## src/rtl/alu_pkg.sv

```systemverilog
// Shared types for the PISO serializer: FSM state encoding and counter sizing.
// No logic, no latency; imported by the serializer top.
package alu_pkg;

    typedef enum logic [1:0] {
        IDLE   = 2'd0,
        SHIFT  = 2'd1,
        PARITY = 2'd2
    } piso_state_t;

    localparam int PISO_DEFAULT_WIDTH = 8;

    // Counter width for a frame of `width` bits; never below 1 bit.
    function automatic int piso_cnt_w(input int width);
        return (width < 2) ? 1 : $clog2(width);
    endfunction

    localparam int PISO_DEFAULT_CNT_W = piso_cnt_w(PISO_DEFAULT_WIDTH);

endpackage

```

## src/rtl/piso_serializer_bit_counter.sv

```systemverilog
// Up-counter with synchronous clear and enable, saturating at MAX-1; tc_o flags MAX-1.
// Latency: one cycle from clr_i/en_i to count; no handshake of its own.
module bit_counter #(
    parameter int MAX = 8,
    parameter int CW  = 3
) (
    input  logic clk,
    input  logic rst_n,
    input  logic clr_i,
    input  logic en_i,
    output logic tc_o
);

    localparam logic [CW-1:0] LAST = CW'(MAX - 1);

    logic [CW-1:0] cnt_q;
    logic [CW-1:0] cnt_d;

    // Saturate rather than wrap so the count never leaves 0..MAX-1.
    always_comb begin
        cnt_d = cnt_q;
        if (clr_i) begin
            cnt_d = '0;
        end else if (en_i && (cnt_q != LAST)) begin
            cnt_d = cnt_q + CW'(1);
        end
    end

    always_ff @(posedge clk or negedge rst_n) begin
        if (!rst_n) begin
            cnt_q <= '0;
        end else begin
            cnt_q <= cnt_d;
        end
    end

    assign tc_o = (cnt_q == LAST);

endmodule

```

## src/rtl/piso_serializer.sv

```systemverilog
// Parallel-in serial-out, LSB first; first bit the cycle after load, ser_ready=0 stalls in place.
// Loads accepted only in IDLE; PISO_PARITY_EN appends an even-parity bit carrying ser_last.
module piso_serializer
    import alu_pkg::*;
#(
    parameter int WIDTH = PISO_DEFAULT_WIDTH
) (
    input  logic             clk,
    input  logic             reset_n,
    input  logic             load_valid,
    output logic             load_ready,
    input  logic [WIDTH-1:0] load_data,
    output logic             ser_valid,
    input  logic             ser_ready,
    output logic             ser_data,
    output logic             ser_last
);

    localparam int CW = piso_cnt_w(WIDTH);

`ifdef PISO_PARITY_EN
    localparam piso_state_t AFTER_SHIFT = PARITY;
`else
    localparam piso_state_t AFTER_SHIFT = IDLE;
`endif

    piso_state_t      state_q;
    logic [WIDTH-1:0] shift_q;
    logic             last_bit;
    logic             load_fire;
    logic             shift_xfer;
`ifdef PISO_PARITY_EN
    logic             par_q;
`endif

    assign load_fire  = (state_q == IDLE) && load_valid;
    assign shift_xfer = (state_q == SHIFT) && ser_ready;

    bit_counter #(
        .MAX (WIDTH),
        .CW  (CW)
    ) u_bit_counter (
        .clk   (clk),
        .rst_n (reset_n),
        .clr_i (load_fire),
        .en_i  (shift_xfer),
        .tc_o  (last_bit)
    );

    always_ff @(posedge clk or negedge reset_n) begin
        if (!reset_n) begin
            state_q <= IDLE;
            shift_q <= '0;
`ifdef PISO_PARITY_EN
            par_q   <= 1'b0;
`endif
        end else begin
            case (state_q)
                IDLE: begin
                    if (load_valid) begin
                        shift_q <= load_data;
`ifdef PISO_PARITY_EN
                        par_q   <= ^load_data;
`endif
                        state_q <= SHIFT;
                    end
                end
                SHIFT: begin
                    if (ser_ready) begin
                        shift_q <= {1'b0, shift_q[WIDTH-1:1]};
                        if (last_bit) begin
                            state_q <= AFTER_SHIFT;
                        end
                    end
                end
                PARITY: begin
                    if (ser_ready) begin
                        state_q <= IDLE;
                    end
                end
                default: state_q <= IDLE;
            endcase
        end
    end

    // All outputs decode from registered state only: no input-to-output paths.
    assign load_ready = (state_q == IDLE);
    assign ser_valid  = (state_q == SHIFT) || (state_q == PARITY);

    always_comb begin
        ser_data = 1'b0;
        case (state_q)
            SHIFT:   ser_data = shift_q[0];
`ifdef PISO_PARITY_EN
            PARITY:  ser_data = par_q;
`endif
            default: ser_data = 1'b0;
        endcase
    end

`ifdef PISO_PARITY_EN
    assign ser_last = (state_q == PARITY);
`else
    assign ser_last = (state_q == SHIFT) && last_bit;
`endif

endmodule

```

## config.mk

```make
export PLATFORM = sky130hd
export DESIGN_NAME = piso_serializer
export DESIGN_NICKNAME = d
export VERILOG_FILES = /design/src/rtl/alu_pkg.sv /design/src/rtl/piso_serializer_bit_counter.sv /design/src/rtl/piso_serializer.sv
export SDC_FILE = /design/constraint.sdc
export NUM_CORES = 1
export LEC_CHECK = 0
export CORE_ASPECT_RATIO = 1.1
export CORE_MARGIN = 4
export CORE_UTILIZATION = 43
export DETAILED_ROUTE_END_ITERATION = 10
export PLACE_DENSITY = 0.8
export SYNTH_ARGS = -nofsm -noshare
export SYNTH_HDL_FRONTEND = slang
export SYNTH_SLANG_ARGS = --single-unit
```

## constraint.sdc

```tcl
create_clock -name clk -period 1.4 [get_ports clk]
set_clock_uncertainty 0.05 [all_clocks]
set_input_delay 0.28 -clock clk [delete_from_list [all_inputs] [get_ports clk]]
set_output_delay 0.28 -clock clk [all_outputs]
set_load 0.01 [all_outputs]
```

==> results.py, run 1 <==
metrics = {
    "final_layout": {
        "drive_above_1_share_pct": 36.56,
        "fillerInstances": 128,
        "regArea_um2": 301.5,
        "final-instance-count-excl-fill": 110,
        "final_cell_mix": "mux2i_1, buf_4, clkdlybuf4s50_1, dfrtp_1, buf_6",
        "multi_input_area_um2": 402.9,
        "final_core_util_pct": 67.70,
        "fin_nets": 108,
        "diodes": 0,
        "final_common_cell": "mux2i_1",
        "syn2layout_area_growth_pct": 46.56,
    },
    "clock_tree": {
        "cts_tree": "done",
        "clockBufferDepth": 2,
        "clk_pin_slew_worst_paths_ps": 80,
        "cts_buffers": 3,
        "cts.sinks": 12,
        "htreeDepth": 1,
        "clkLatencyLatePin_ps": 260,
        "root_buffer": "clkbuf_4",
    },
    "route": {
        "maxUsedRoutingLayer": "met4",
        "ant_nets": 0,
        "wire_per_inst_um": 13.90,
        "wirelength_um": 1529,
        "wl_met3_um": 123,
        "dr.first_iter.drc_count": 3,
        "dr_wl_met2_um": 757,
        "routedLengthMet1_um": 627,
        "viasPerCell": 5.300,
        "drtPass1Iterations": 4,
        "num_vias": 583,
        "drc": 0,
    },
    "placed_design": {
        "dp_hpwl_um": 1031,
        "gp_congestion": 0.6975,
        "pre_cts_ws_ps": -302.9,
        "io_buffers": 15,
        "dpl.cell_count": 99,
    },
    "sta": {
        "finalHoldViolations": 0,
        "holdWs_ps": 266.0,
        "worst_slack_ps": -190.1,
        "min_period_ps": 1590,
        "period_share_pct": 113.6,
        "slew_viol_final": 0,
        "fmax_ghz": 0.6289,
        "tightestPinTransition_ps": 214.7,
        "slew_headroom_pct": 85.64,
        "rsz0062_at_grt": "yes",
        "finalSetupViolations": 3,
    },
    "critical_path": {
        "cp.arrival_ps": 1260,
        "startpoint": "u_bit_counter.cnt_q[0]$_DFFE_PN0P_",
        "r2r-start": "u_bit_counter.cnt_q[0]$_DFFE_PN0P_",
        "crit_fanout": 2,
        "end_kind": "primary output",
        "cp_top_family": "flip-flops",
        "path_cells": "ha_2, ha_4, and2_4, buf_6",
        "crit_buf_inv": 1,
        "worst_path_max_delay_cell": "dfrtp_1",
        "crit_type": "register to primary output",
        "cpPeakStageDelay_ps": 390,
        "startpoint_type": "register",
        "crit_required_ps": 1070,
    },
    "yosys": {
        "synth_nets": 74,
        "netlist-cell-type-count": 19,
        "avgSynthCellArea_um2": 12.14,
        "yosysTopAreaCellShare_pct": 41.24,
        "ys_warn_count": 0,
        "synth_top_area_cell": "dfrtp_1",
        "synth_seq_area_share_pct": 41.24,
        "netlist_top_cells_area": "dfrtp_1, mux2i_1, buf_6, ha_1, nand4b_1",
        "post_synth_inst_count": 60,
        "syn_area_um2": 728.2,
        "synth-seq-cells": 12,
    },
    "die": {
        "dieArea_um2": 2417,
        "die_height_um": 51.16,
        "die_w_um": 47.24,
        "io_pins": 16,
        "num_rows": 15,
        "coreArea_um2": 1577,
        "initial_core_util_pct": 46.19,
    },
    "run_status": {
        "violations": "setup timing",
        "status": "finished with violations",
    },
    "run": {
        "drv_cap": 0,
    },
    "pwr": {
        "p_per_area_nw_per_um2": 1452,
        "power.internal_mw": 1.077,
        "max-vdd-ir-drop_mv": 0.9478,
        "p_clk_share_pct": 17.5,
        "p_sw_share_pct": 30.47,
        "p_leak_nw": 0.5551,
        "combPwrFrac_pct": 46.2,
        "pwr-share-seq_pct": 36.3,
        "p_sw_mw": 0.4722,
    },
    "global_route": {
        "grtUsageTotal_pct": 14.58,
        "grt_pass1_vias": 570,
        "grt_start_max_net_pins": 14,
        "grt_pass1_wl_um": 2573,
        "grt_overflow": 0,
        "antenna_found_initial": 0,
    },
    "min_path": {
        "hold_path_class": "input port to async pin",
    },
}
==> power by group through the flow <==
stage                     registers (mW)  logic [mW]  clock network [mW]
after global placement             0.557       0.550                   0
final                              0.562       0.716               0.272
after detailed placement           0.568       0.569                   0
after global routing               0.580       0.787               0.286
after floorplan                    0.547       0.349                   0
after CTS                          0.561       0.645               0.274
==> cell usage after synthesis <==
library cell   n
or3b_1         1
and2b_2        1
a31oi_1        1
o211ai_2       1
o211ai_1       2
ha_1           2
nand4b_1       2
dfrtp_1       12
buf_6          3
buf_4          1
nand4bb_1      1
or3b_2         2
nand2_1        3
o21ai_0        1
mux2i_1       22
nor2_1         1
inv_1          1
nand3b_1       1
and2_1         2
==> worst paths after layout <==
kind	end	cells after the start	slack (ps)
hold reg to reg	shift_q[7]$_DFFE_PN0P_	2	510
setup reg to reg	u_bit_counter.cnt_q[2]$_DFFE_PN0P_	5	-10
min in group clk	shift_q[7]$_DFFE_PN0P_	2	510
setup / recovery	ser_last	4	-190
hold / removal	u_bit_counter.cnt_q[0]$_DFFE_PN0P_	2	270
max in group asynchronous	state_q[0]$_DFFE_PN0P_	2	870
==> kinds of logic (layout without fill, tap and decap cells) <==
| family | after synthesis | count (layout) | synth area share [%] |
|---|---|---|---|
| buf+inv | 5 | 38 | 6.185 |
| simple gates | 14 | 14 | 13.57 |
| fa+ha+maj | 2 | 2 | 3.436 |
| flops | 12 | 12 | 41.24 |
| compound gates | 5 | 5 | 5.325 |
| mux | 22 | 22 | 30.24 |
==> cell type report <==
type	count	area share, %
well taps	17	1.993
multi-input cells	43	37.75
flip-flops and latches	12	28.25
inverters	1	0.3517
repair buffers	33	28.25
clock buffers	4	3.400
==> state kept, by name, indices dropped and copies added, names as in the netlist <==
signal / count
u_bit_counter.cnt_q: 3
shift_q: 8
state_q: 1
==> metrics by stage <==
stage	instance area, um2	TNS (ps)	power, mW
4_1_cts	1039	-210.4	1.480
6_report	1067	-202.8	1.550
2_1_floorplan	728.2	0	0.8957
3_5_place_dp	953.4	-1754	1.136
3_3_place_gp	953.4	-1409	1.107
5_1_grt	1067	-375.8	1.654
==> layer usage <==
metal  vias to the layer above  global-route usage [%]
met1                       277                   19.15
met3                         2                   2.817
met4                         0                   5.530
li1                        283                       -
met5                         -                       0
met2                        21                   22.99
==> repair_timing <==
item | CTS | global route
resized for setup | 18 | 5
hold buffers | 0 | 0
endpoints found under the setup margin | 7 | 5
setup buffers | 6 | 2
pin swaps | 2 | 4
Power figures use the tool's default switching activity.
==> run 2: changes to the inputs <==
--- a/config.mk
+++ b/config.mk
@@ -5,7 +5,6 @@
 export SDC_FILE = /design/constraint.sdc
 export NUM_CORES = 1
 export LEC_CHECK = 0
-export CORE_ASPECT_RATIO = 1.1
 export CORE_MARGIN = 4
 export CORE_UTILIZATION = 43
 export DETAILED_ROUTE_END_ITERATION = 10
==> results.py, run 2 (synthesis results as in run 1) <==
metrics = {
    "route": {
        "drtPass1Iterations": 4,
        "drc": 0,
        "dr.first_iter.drc_count": 6,
        "ant_nets": 0,
        "wirelength_um": 1472,
        "viasPerCell": 5.415,
        "wire_per_inst_um": 13.89,
        "num_vias": 574,
    },
    "sta": {
        "slew_viol_final": 0,
        "tightestPinTransition_ps": 200.8,
        "rsz0062_at_grt": "yes",
        "finalSetupViolations": 1,
        "finalHoldViolations": 0,
        "fmax_ghz": 0.6218,
        "worst_slack_ps": -208.2,
        "min_period_ps": 1608,
        "slew_headroom_pct": 86.57,
        "period_share_pct": 114.9,
        "holdWs_ps": 247.3,
    },
    "die": {
        "coreArea_um2": 1559,
        "dieArea_um2": 2416,
        "initial_core_util_pct": 46.71,
        "die_w_um": 49.15,
        "io_pins": 16,
        "num_rows": 14,
        "die_height_um": 49.15,
    },
    "final_layout": {
        "design_area_um2": 1036,
        "largest_reg_flops": 8,
        "regMostFlops": "shift_q",
        "reg_top3": "shift_q (8), u_bit_counter.cnt_q (3), state_q (1)",
        "fin_nets": 105,
        "final_cell_mix": "mux2i_1, buf_4, clkdlybuf4s50_1, dfrtp_1",
        "multi_input_area_um2": 405.4,
        "syn2layout_area_growth_pct": 42.27,
        "fillerInstances": 121,
        "final_common_cell": "mux2i_1",
        "diodes": 0,
        "drive_above_1_share_pct": 35.56,
        "regArea_um2": 301.5,
    },
    "min_path": {
        "hold_path_class": "input port to async pin",
    },
    "clock_tree": {
        "clk_pin_slew_worst_paths_ps": 80,
        "htreeDepth": 1,
        "cts.sinks": 12,
        "root_buffer": "clkbuf_4",
        "clockBufferDepth": 2,
        "cts_tree": "done",
        "clkLatencyLatePin_ps": 280,
        "cts_buffers": 3,
    },
    "critical_path": {
        "cpPeakStageDelay_ps": 390,
        "path_cells": "ha_2, ha_4, and2_4, buf_6",
        "cp.arrival_ps": 1280,
        "cp_top_family": "flip-flops",
        "crit_type": "register to primary output",
        "end_kind": "primary output",
        "crit_fanout": 2,
        "crit_required_ps": 1070,
        "startpoint_type": "register",
        "worst_path_max_delay_cell": "dfrtp_1",
        "crit_buf_inv": 1,
    },
    "global_route": {
        "grt_overflow": 0,
        "grt_pass1_vias": 600,
        "grtUsageTotal_pct": 14.45,
        "antenna_found_initial": 0,
        "grt_pass1_wl_um": 2649,
        "grt_start_max_net_pins": 15,
    },
    "run_status": {
        "violations": "setup timing",
        "status": "finished with violations",
    },
    "pwr": {
        "p_per_area_nw_per_um2": 1468,
        "max-vdd-ir-drop_mv": 0.7934,
        "p_leak_nw": 0.5403,
    },
    "placed_design": {
        "dpl_cell_area_um2": 939.7,
        "io_buffers": 15,
        "dp_hpwl_um": 1037,
        "gp_congestion": 0.7953,
    },
    "run": {
        "drv_cap": 0,
    },
}
-- run 2: cell types whose count changed in the layout (fill, tap and decap cells not counted), sizes merged --
| cell | change |
|---|---|
| buf | -3 |
| clkdlybuf4s15 | +1 |
| dlygate4sd2 | -1 |
-- run 2: report_power, final --
part           switching (mW)  internal, mW
Combinational           0.252         0.416
Clock                   0.127         0.158
Sequential             0.0986         0.469
-- run 2: final cells by class --
| class | count | share of cell area [%] |
|---|---|---|
| Multi-Input combinational cell | 43 | 39.13 |
| Sequential cell | 12 | 29.11 |
| Timing Repair Buffer | 30 | 25.97 |
| Clock buffer | 4 | 3.502 |
| Tap cell | 16 | 1.932 |
| Inverter | 1 | 0.3623 |
-- run 2: layer usage --
metal,vias up,part of all wire (%),track usage (%)
met5,-,0,0
met4,0,0.95,4.265
met3,2,8.1,6.728
met2,18,44,21.65
met1,272,47,18.34
li1,282,-,-
-- run 2: worst paths after layout --
| kind | startpoint | end | slack [ps] | cells after the start |
|---|---|---|---|---|
| max | u_bit_counter.cnt_q[0]$_DFFE_PN0P_ | ser_last | -210 | 4 |
| min | reset_n | state_q[0]$_DFFE_PN0P_ | 250 | 2 |
| max reg2reg | u_bit_counter.cnt_q[0]$_DFFE_PN0P_ | u_bit_counter.cnt_q[2]$_DFFE_PN0P_ | 0 | 5 |
| min reg2reg | shift_q[7]$_DFFE_PN0P_ | shift_q[7]$_DFFE_PN0P_ | 510 | 2 |
| max in group asynchronous | reset_n | state_q[0]$_DFFE_PN0P_ | 890 | 2 |
| min in group clk | shift_q[7]$_DFFE_PN0P_ | shift_q[7]$_DFFE_PN0P_ | 510 | 2 |
-- run 2: metrics by stage --
stage	setup slack, ps	setup TNS (ps)	power, mW	std cells	util [%]
after CTS	-219.1	-257.4	1.468	105	64.04
final	-208.2	-208.2	1.521	106	66.45
after detailed placement	-292.3	-1338	1.137	98	60.27
after global routing	-244.0	-341.3	1.647	106	66.45
after floorplan	104.9	0	0.8957	60	-
after global placement	-271.5	-1064	1.109	98	60.27
-- run 2: repair_timing --
| action | in CTS | in global routing |
|---|---|---|
| endpoints found under the hold margin | 0 | 0 |
| cloned | 0 | 0 |
| pin swaps | 4 | 4 |
| resized for setup | 17 | 10 |
| hold buffers | 0 | 0 |
| buffers inserted | 4 | 1 |
| setup endpoints to repair | 7 | 5 |
==> run 3: changes to the inputs <==
--- a/config.mk
+++ b/config.mk
@@ -8,7 +8,7 @@
 export CORE_MARGIN = 4
 export CORE_UTILIZATION = 43
 export DETAILED_ROUTE_END_ITERATION = 10
-export PLACE_DENSITY = 0.8
+export PLACE_DENSITY = 0.72
 export SYNTH_ARGS = -nofsm -noshare
 export SYNTH_HDL_FRONTEND = slang
 export SYNTH_SLANG_ARGS = --single-unit
==> results.py, run 3 (synthesis results as in run 1) <==
metrics = {
    "sta": {
        "finalHoldViolations": 0,
        "rsz0062_at_grt": "yes",
        "holdWs_ps": 248.2,
        "slew_headroom_pct": 89.46,
        "worst_slack_ps": -195.6,
        "period_share_pct": 114.0,
        "slew_viol_final": 0,
        "tightestPinTransition_ps": 153.7,
        "min_period_ps": 1596,
        "finalSetupViolations": 5,
        "fmax_ghz": 0.6267,
    },
    "route": {
        "num_vias": 598,
        "dr.first_iter.drc_count": 6,
        "drtPass1Iterations": 4,
        "wire_per_inst_um": 15.39,
        "ant_nets": 0,
        "viasPerCell": 5.339,
        "wirelength_um": 1724,
        "drc": 0,
    },
    "clock_tree": {
        "cts.sinks": 12,
        "clk_pin_slew_worst_paths_ps": 70,
        "clockBufferDepth": 2,
        "htreeDepth": 1,
        "clkLatencyLatePin_ps": 270,
        "cts_tree": "done",
        "cts_buffers": 3,
        "cts_hold_buf": 0,
        "root_buffer": "clkbuf_4",
    },
    "critical_path": {
        "crit_type": "register to primary output",
        "end_kind": "primary output",
        "cp.arrival_ps": 1270,
        "crit_required_ps": 1070,
        "startpoint_type": "register",
        "crit_fanout": 2,
        "r2r_slack_ps": -80,
    },
    "final_layout": {
        "final_common_cell": "mux2i_1",
        "syn2layout_area_growth_pct": 52.92,
        "fin_nets": 112,
        "final_core_util_pct": 71.43,
        "final_cell_mix": "mux2i_1, buf_6, buf_4",
        "diodes": 0,
        "regMostFlops": "shift_q",
        "drive_above_1_share_pct": 40.63,
        "largest_reg_flops": 8,
        "reg_top3": "shift_q (8), u_bit_counter.cnt_q (3), state_q (1)",
    },
    "die": {
        "initial_core_util_pct": 46.71,
        "dieArea_um2": 2416,
        "io_pins": 16,
        "coreArea_um2": 1559,
        "num_rows": 14,
        "die_height_um": 49.15,
        "die_w_um": 49.15,
    },
    "pwr": {
        "fin_total_pwr_mw": 1.537,
        "combPwrFrac_pct": 49.5,
        "p_sw_share_pct": 32.28,
        "max-vdd-ir-drop_mv": 1.216,
        "p_sw_mw": 0.4961,
        "power.internal_mw": 1.041,
        "p_leak_nw": 0.5767,
        "pwr-share-seq_pct": 36.5,
        "p_per_area_nw_per_um2": 1380,
        "p_clk_share_pct": 14.0,
    },
    "placed_design": {
        "io_buffers": 15,
        "dp_hpwl_um": 1141,
        "gp_congestion": 0.7477,
    },
    "global_route": {
        "grt_pass1_wl_um": 2815,
        "grt_pass1_vias": 599,
        "grt_overflow": 0,
        "antenna_found_initial": 0,
        "grt_start_max_net_pins": 13,
        "grtUsageTotal_pct": 15.47,
    },
    "run_status": {
        "status": "finished with violations",
        "violations": "setup timing",
    },
    "min_path": {
        "hold_path_class": "input port to async pin",
    },
    "run": {
        "drv_cap": 0,
    },
}
==> run 3: changes by cell type in the layout (fill, tap and decap cells not counted), sizes merged <==
cell           delta
clkdlybuf4s15     -1
clkbuf            -1
buf               +8
==> run 3: cell type report <==
| class | count | area [um2] |
|---|---|---|
| Fill cell | 112 | 445.4 |
| Multi-Input combinational cell | 43 | 407.9 |
| Timing Repair Buffer | 37 | 357.8 |
| Sequential cell | 12 | 301.5 |
| Clock buffer | 3 | 22.52 |
| Tap cell | 16 | 20.02 |
| Inverter | 1 | 3.754 |
==> run 3: path summary, 6_finish.rpt <==
| check | startpoint | to | depth (start not counted) |
|---|---|---|---|
| setup / recovery | u_bit_counter.cnt_q[0]$_DFFE_PN0P_ | ser_last | 4 |
| hold / removal | reset_n | shift_q[1]$_DFFE_PN0P_ | 2 |
| setup reg to reg | u_bit_counter.cnt_q[0]$_DFFE_PN0P_ | u_bit_counter.cnt_q[0]$_DFFE_PN0P_ | 6 |
| hold reg to reg | shift_q[7]$_DFFE_PN0P_ | shift_q[7]$_DFFE_PN0P_ | 2 |
| max in group asynchronous | reset_n | state_q[0]$_DFFE_PN0P_ | 2 |
| min in group clk | shift_q[7]$_DFFE_PN0P_ | shift_q[7]$_DFFE_PN0P_ | 2 |
==> run 3: power by group through the flow <==
stage	Combinational, mW	Sequential, mW	Clock [mW]
2_1_floorplan	0.349	0.547	0
3_3_place_gp	0.583	0.561	0
3_5_place_dp	0.599	0.567	0
4_1_cts	0.725	0.560	0.223
5_1_grt	0.821	0.577	0.236
6_report	0.761	0.561	0.215
==> run 3: metal layers <==
metal,part of all wire [%],track usage [%],vias to the layer above
li1,-,-,297
met5,0,0,-
met4,0.87,7.109,0
met1,45,19.31,282
met3,4.5,3.976,2
met2,50,24.78,17
==> run 3: critical path, stage by stage (launching register included) <==
cell     delay (ps)
dfrtp_1         390
ha_2            200
ha_4            160
and2_4          130
buf_6           110
==> run 3: stage by stage <==
| stage | setup slack [ps] | TNS [ps] | cells | cell area, um2 |
|---|---|---|---|---|
| floorplan | 104.9 | 0 | 60 | 728.2 |
| global placement | -277.0 | -1180 | 102 | 969.7 |
| detailed placement | -299.2 | -1222 | 102 | 969.7 |
| CTS | -216.0 | -591.8 | 111 | 1084 |
| global route | -250.3 | -794.4 | 112 | 1114 |
| finish | -195.6 | -496.2 | 112 | 1114 |
==> run 3: what timing repair did <==
item,CTS,global route
buffers inserted,7,2
endpoints found under the setup margin,7,7
resized for setup,36,7
pin swaps,6,6
